## src/rtl/rr_grant_arbiter_pkg.sv

```systemverilog
//==============================================================================
// Package : arb_pkg
// Brief   : Shared state encoding and default sizing for rr_grant_arbiter.
// Rev     : 1.0
//==============================================================================
`default_nettype none

package arb_pkg;

   typedef enum logic [0:0] {
      IDLE  = 1'b0,
      GRANT = 1'b1
   } arb_state_t;

   localparam int ARB_N_REQ    = 4;
   localparam int ARB_MAX_HOLD = 16;

endpackage : arb_pkg

`default_nettype wire

```

## src/rtl/rr_grant_arbiter_pick.sv

```systemverilog
//==============================================================================
// Module : rr_pick
// Brief  : Combinational round-robin winner search starting at ptr.
// Rev    : 1.0
//==============================================================================
`default_nettype none

module rr_pick
   import arb_pkg::*;
#(
   parameter int N_REQ = ARB_N_REQ,
   parameter int IDW   = $clog2(N_REQ)
) (
   input  logic [N_REQ-1:0] req,
   input  logic [IDW-1:0]   ptr,
   output logic [N_REQ-1:0] win_oh,
   output logic [IDW-1:0]   win_id,
   output logic             hit
);

   logic [2*N_REQ-1:0] dbl;
   logic [N_REQ-1:0]   rot;
   int                 off;
   int                 sum;

   // Duplicating the vector turns the wrap-around search into a plain slice.
   assign dbl = {req, req};
   assign rot = dbl[ptr +: N_REQ];

   always_comb begin
      hit    = 1'b0;
      off    = 0;
      sum    = 0;
      win_oh = '0;
      for (int j = N_REQ - 1; j >= 0; j--) begin
         if (rot[j]) begin
            hit = 1'b1;
            off = j;
         end
      end
      sum = int'(ptr) + off;
      if (sum >= N_REQ) begin
         sum = sum - N_REQ;
      end
      win_id = IDW'(sum);
      if (hit) begin
         win_oh[win_id] = 1'b1;
      end
   end

endmodule : rr_pick

`default_nettype wire

```

## src/rtl/rr_grant_arbiter.sv

```systemverilog
//==============================================================================
// Module : rr_grant_arbiter
// Brief  : Round-robin single-grant arbiter with bounded hold time.
// Rev    : 1.0
//==============================================================================
`default_nettype none

module rr_grant_arbiter
   import arb_pkg::*;
#(
   parameter int N_REQ    = ARB_N_REQ,
   parameter int MAX_HOLD = ARB_MAX_HOLD,
   parameter int IDW      = $clog2(N_REQ)
) (
   input  logic             clock,
   input  logic             reset,
   input  logic [N_REQ-1:0] req,
   output logic [N_REQ-1:0] gnt,
   output logic [IDW-1:0]   gnt_id,
   output logic             gnt_valid,
   output logic             timeout
);

   localparam int CW = $clog2(MAX_HOLD + 1);

   arb_state_t       state_q, state_d;
   logic [N_REQ-1:0] gnt_q, gnt_d;
   logic [IDW-1:0]   gnt_id_q, gnt_id_d;
   logic             gnt_valid_q, gnt_valid_d;
   logic             timeout_q, timeout_d;
   logic [IDW-1:0]   ptr_q, ptr_d;
   logic [CW-1:0]    cnt_q, cnt_d;

   logic [IDW-1:0]   ptr_after;
   logic [N_REQ-1:0] pick_oh;
   logic [IDW-1:0]   pick_id;
   logic             pick_hit;

   rr_pick #(
      .N_REQ (N_REQ),
      .IDW   (IDW)
   ) u_pick (
      .req    (req),
      .ptr    (ptr_q),
      .win_oh (pick_oh),
      .win_id (pick_id),
      .hit    (pick_hit)
   );

   // The departing owner drops to lowest priority on the next search.
   assign ptr_after = (gnt_id_q == IDW'(N_REQ - 1)) ? '0 : gnt_id_q + IDW'(1);

   always_comb begin
      state_d     = state_q;
      gnt_d       = gnt_q;
      gnt_id_d    = gnt_id_q;
      gnt_valid_d = gnt_valid_q;
      timeout_d   = 1'b0;
      ptr_d       = ptr_q;
      cnt_d       = cnt_q;
      case (state_q)
         IDLE: begin
            gnt_d       = '0;
            gnt_id_d    = '0;
            gnt_valid_d = 1'b0;
            if (pick_hit) begin
               state_d     = GRANT;
               gnt_d       = pick_oh;
               gnt_id_d    = pick_id;
               gnt_valid_d = 1'b1;
               cnt_d       = '0;
            end
         end
         GRANT: begin
            if (!req[gnt_id_q] || (cnt_q == CW'(MAX_HOLD - 1))) begin
               // A dropped request wins over a coincident hold expiry: no timeout.
               timeout_d   = req[gnt_id_q];
               state_d     = IDLE;
               gnt_d       = '0;
               gnt_id_d    = '0;
               gnt_valid_d = 1'b0;
               ptr_d       = ptr_after;
               cnt_d       = '0;
            end else if (cnt_q != CW'(MAX_HOLD)) begin
               cnt_d = cnt_q + CW'(1);
            end
         end
         default: begin
            state_d = IDLE;
         end
      endcase
   end

   always_ff @(posedge clock or posedge reset) begin
      if (reset) begin
         state_q     <= IDLE;
         gnt_q       <= '0;
         gnt_id_q    <= '0;
         gnt_valid_q <= 1'b0;
         timeout_q   <= 1'b0;
         ptr_q       <= '0;
         cnt_q       <= '0;
      end else begin
         state_q     <= state_d;
         gnt_q       <= gnt_d;
         gnt_id_q    <= gnt_id_d;
         gnt_valid_q <= gnt_valid_d;
         timeout_q   <= timeout_d;
         ptr_q       <= ptr_d;
         cnt_q       <= cnt_d;
      end
   end

   assign gnt       = gnt_q;
   assign gnt_id    = gnt_id_q;
   assign gnt_valid = gnt_valid_q;
   assign timeout   = timeout_q;

endmodule : rr_grant_arbiter

`default_nettype wire

```

## config.mk

```make
export PLATFORM = sky130hd
export DESIGN_NAME = rr_grant_arbiter
export DESIGN_NICKNAME = d
export VERILOG_FILES = /design/src/rtl/rr_grant_arbiter_pkg.sv /design/src/rtl/rr_grant_arbiter_pick.sv /design/src/rtl/rr_grant_arbiter.sv
export SDC_FILE = /design/constraint.sdc
export NUM_CORES = 1
export LEC_CHECK = 0
export CELL_PAD_IN_SITES_DETAIL_PLACEMENT = 1
export CELL_PAD_IN_SITES_GLOBAL_PLACEMENT = 1
export CORE_ASPECT_RATIO = 1.25
export CORE_MARGIN = 4
export CORE_UTILIZATION = 28
export CTS_CLUSTER_DIAMETER = 200
export DETAILED_ROUTE_END_ITERATION = 8
export GPL_TIMING_DRIVEN = 0
export PLACE_DENSITY = 0.64
export SLEW_MARGIN = 25
export SYNTH_ARGS = -nofsm -noshare
export SYNTH_HDL_FRONTEND = slang
export SYNTH_SLANG_ARGS = --single-unit
```

## constraint.sdc

```tcl
create_clock -name clock -period 4.2 [get_ports clock]
set_input_delay 0.84 -clock clock [delete_from_list [all_inputs] [get_ports clock]]
set_output_delay 0.84 -clock clock [all_outputs]
set_load 0.01 [all_outputs]
```

==> reports/qor.txt <==
status: finished, final reports clean
top cells by count, synth: dfrtp_1 (16), nand2_1 (14), nor2_1 (9), o21ai_0 (6)
Synth Instances: 99
Tot GR Track Use: 0.1086
final hold slack: 0.4888 ns
Num Clock Sinks: 16
vias per cell: 4.987
CP required: 4.31 ns
# diodes: 0
dpl ws: 1.166 ns
synth top area cells: dfrtp_1 (42%), ha_1 (6.6%), nand2_1 (5.6%), nor2_1 (3.6%), buf_6 (3.6%)
Resized cells post-CTS: 0
Hold WC Path Type: flip-flop to flip-flop
Max Cap Viol: 0
fin. max-slew vios: 0
Seq pwr share: 0.334
Layout Skew: 0.004048 ns
DRT Wirelength: 2.108 mm
Clock transition at path regs: 0.06 ns
XOR/XNOR share of the synthesized area: 0.01859
Leakage: 0.5010 nW
Final Cell Area: 0.001154 mm^2
post-synthesis mux area share: 0.04781
initial core utilization: 0.2923
Sw Ratio: 0.3661
First-pass DRT Iterations: 3
area share of the leading cell type in the synthesized netlist: 0.4250
Top Metal Used: met4
Critical Path End Type: flip-flop
Max Freq: 360.7 MHz
largest net degree at the start of global routing: 17
DRT iter0 DRCs: 20
WL per Instance: 13.96 um
I/O Buffers: 11
CTS root buffer: clkbuf_8
Post-CTS Hold Buffers: 0
met2 routed WL: 1.143 mm
syn_nets: 110
#FFs+latches synth: 16
number of buffers created by CTS: 3
Critical Path Max Stage Delay: 0.53 ns
critical path type: input port to flip-flop
cell taking the most area after synthesis: dfrtp_1
Longest Clk Path Bufs: 2
Worst-Margin Slew: 0.6370 ns
first-pass GRT wire length: 3.698 mm
global route total overflow: 0
H-tree lvl count: 1
Worst setup SP type: input port
max_slew headroom: 0.5749
post-CTS setup buffer count: 0
Final HPWL DP: 1.641 mm
crit-path cells: clkdlybuf4s50_1, nor2b_1, a21oi_1, nor2_1, a211oi_1, a21oi_1, ha_1, xnor2_1, xnor2_1, o21ai_0
predominant post-synthesis flop cell: dfrtp_1
VDD IR-drop max: 256.0 uV
Core Area: 0.003223 mm^2
simple-gate share of the synthesized area: 0.2112
Post-layout nets: 126
Avg Synthesized Cell Area: 9.517 um^2
Netlist cell types: 31
compound-cell area share of the yosys netlist: 0.1647
worst-path cell with the longest stage delay: clkdlybuf4s50_1
area added between synthesis and finish: 22.44%
Final ANT Viol Nets: 0
number of global-route vias before repair: 820
layout cell share with drive strength beyond 1: 0.1316
DR vias: 753
largest family of logic cells by synthesized area: simple AND/OR/NAND/NOR gates
routed metal-1 wirelength: 893 um
placer congestion estimate: 0.7563
Synth Cell Area: 942.2 um^2
CTS tree: done
Clk pwr share: 0.184
Final TNS setup: 0 ns
Die Y: 72.86 um
cell row count: 23
most common cell in the netlist: dfrtp_1
DRC Markers: 0
number of synthesized flops with an enable pin: 0
Hold Fails Final Rpt: 0
WL met3: 53 um
Post-synth ARST share: 1.000
P_int: 461.4 uW
post-synthesis adder-cell area fraction: 0.06640
antenna violations before repair: 0
critical path buffer and inverter count: 1
Net Switching: 266.5 uW
Seq/Total Area, Yosys: 0.4250
final worst path period share: 0.6602
CP max FO: 7
pwr/cell area: 631.0 mW/mm^2
chip width: 59.89 um
RSZ-0062 raised after global routing: false
Yosys warnings: 0
Post-DP Area: 0.001099 mm^2
setup ws final: 1.427 ns
fin crit period: 2.773 ns
DIE AREA: 0.004363 mm^2
Worst Path Arrival: 2.88 ns
worst skew pair latency: 0.24 ns
setup violators final: 0
# IOs: 14
CP top delay family: compound AO/OA/AOI/OAI gates
combinational share of power: 0.482
==> metal layers <==
layer / up-vias / GRT usage
met2: 7 / 0.1899
met1: 369 / 0.1320
met3: 2 / 0.01770
li1: 375 / -
met5: - / 0
met4: 0 / 0.03695
==> state kept, by name, indices dropped and copies added (netlist names) <==
| register | cells |
|---|---|
| gnt_valid | 1 |
| cnt_q | 5 |
| ptr_q | 2 |
| gnt_id | 2 |
| state_q | 1 |
| gnt | 4 |
| timeout | 1 |
==> final timing paths <==
check / from / end / slack (ns) / cells after the start
max in group asynchronous: reset / state_q / 2.81 / 2
setup reg to reg: ptr_q[1] / gnt[1] / 2.16 / 10
setup / recovery: req[3] / gnt[1] / 1.43 / 10
hold reg to reg: gnt[1] / gnt[1] / 0.49 / 2
hold / removal: gnt[1] / gnt[1] / 0.49 / 2
min in group asynchronous: reset / cnt_q[1] / 0.98 / 2
==> power by group through the flow <==
stage               sequential [mW]  clock [mW]  combinational (mW)
finish                        0.243       0.134               0.351
global route                  0.253       0.147               0.395
CTS                           0.245       0.139               0.358
detailed placement            0.248           0               0.356
global placement              0.244           0               0.349
floorplan                     0.247           0               0.243
==> final cells by class <==
type,instances,area [um^2]
Fill cell,381,2069
Multi-Input combinational cell,73,479.2
Sequential cell,16,400.4
Timing Repair Buffer,11,110.1
Clock buffer,4,55.05
Tap cell,37,46.29
Buffer,5,43.79
Inverter,5,18.77
==> worst register-to-register path, cell delays in order, from the launching register on <==
cell and delay [ns]:
dfrtp_1 0.32, buf_2 0.18, nand2_1 0.07, a21oi_1 0.14, nor2_1 0.05, a211oi_1 0.21, a21oi_1 0.07, ha_1 0.20
xnor2_1 0.13, xnor2_1 0.37, o21ai_0 0.16
==> cell usage in the layout, fill, tap and decap left out, drive strengths merged, types with 4 or more instances in the layout <==
cell and count:
inv 5, ha 5, clkbuf 4, dfrtp 16, nor2 9, buf 5, nor2b 4, nand2 14
o21ai 8, a21oi 5, clkdlybuf4s50 11
==> cell families after synthesis <==
family | count (synthesis)
compound gates | 24
mux | 3
fa+ha+maj | 5
simple gates | 39
buf+inv | 10
xor+xnor | 2
flops | 16
==> per-stage QoR <==
stage | cells | power, mW | utilization
5_1_grt | 151 | 0.7955 | 0.3579
4_1_cts | 151 | 0.7416 | 0.3579
3_5_place_dp | 147 | 0.6036 | 0.3408
3_3_place_gp | 147 | 0.5924 | 0.3408
6_report | 151 | 0.7280 | 0.3579
2_1_floorplan | 99 | 0.4899 | -
Note: power is estimated with default switching activity, not from simulation.
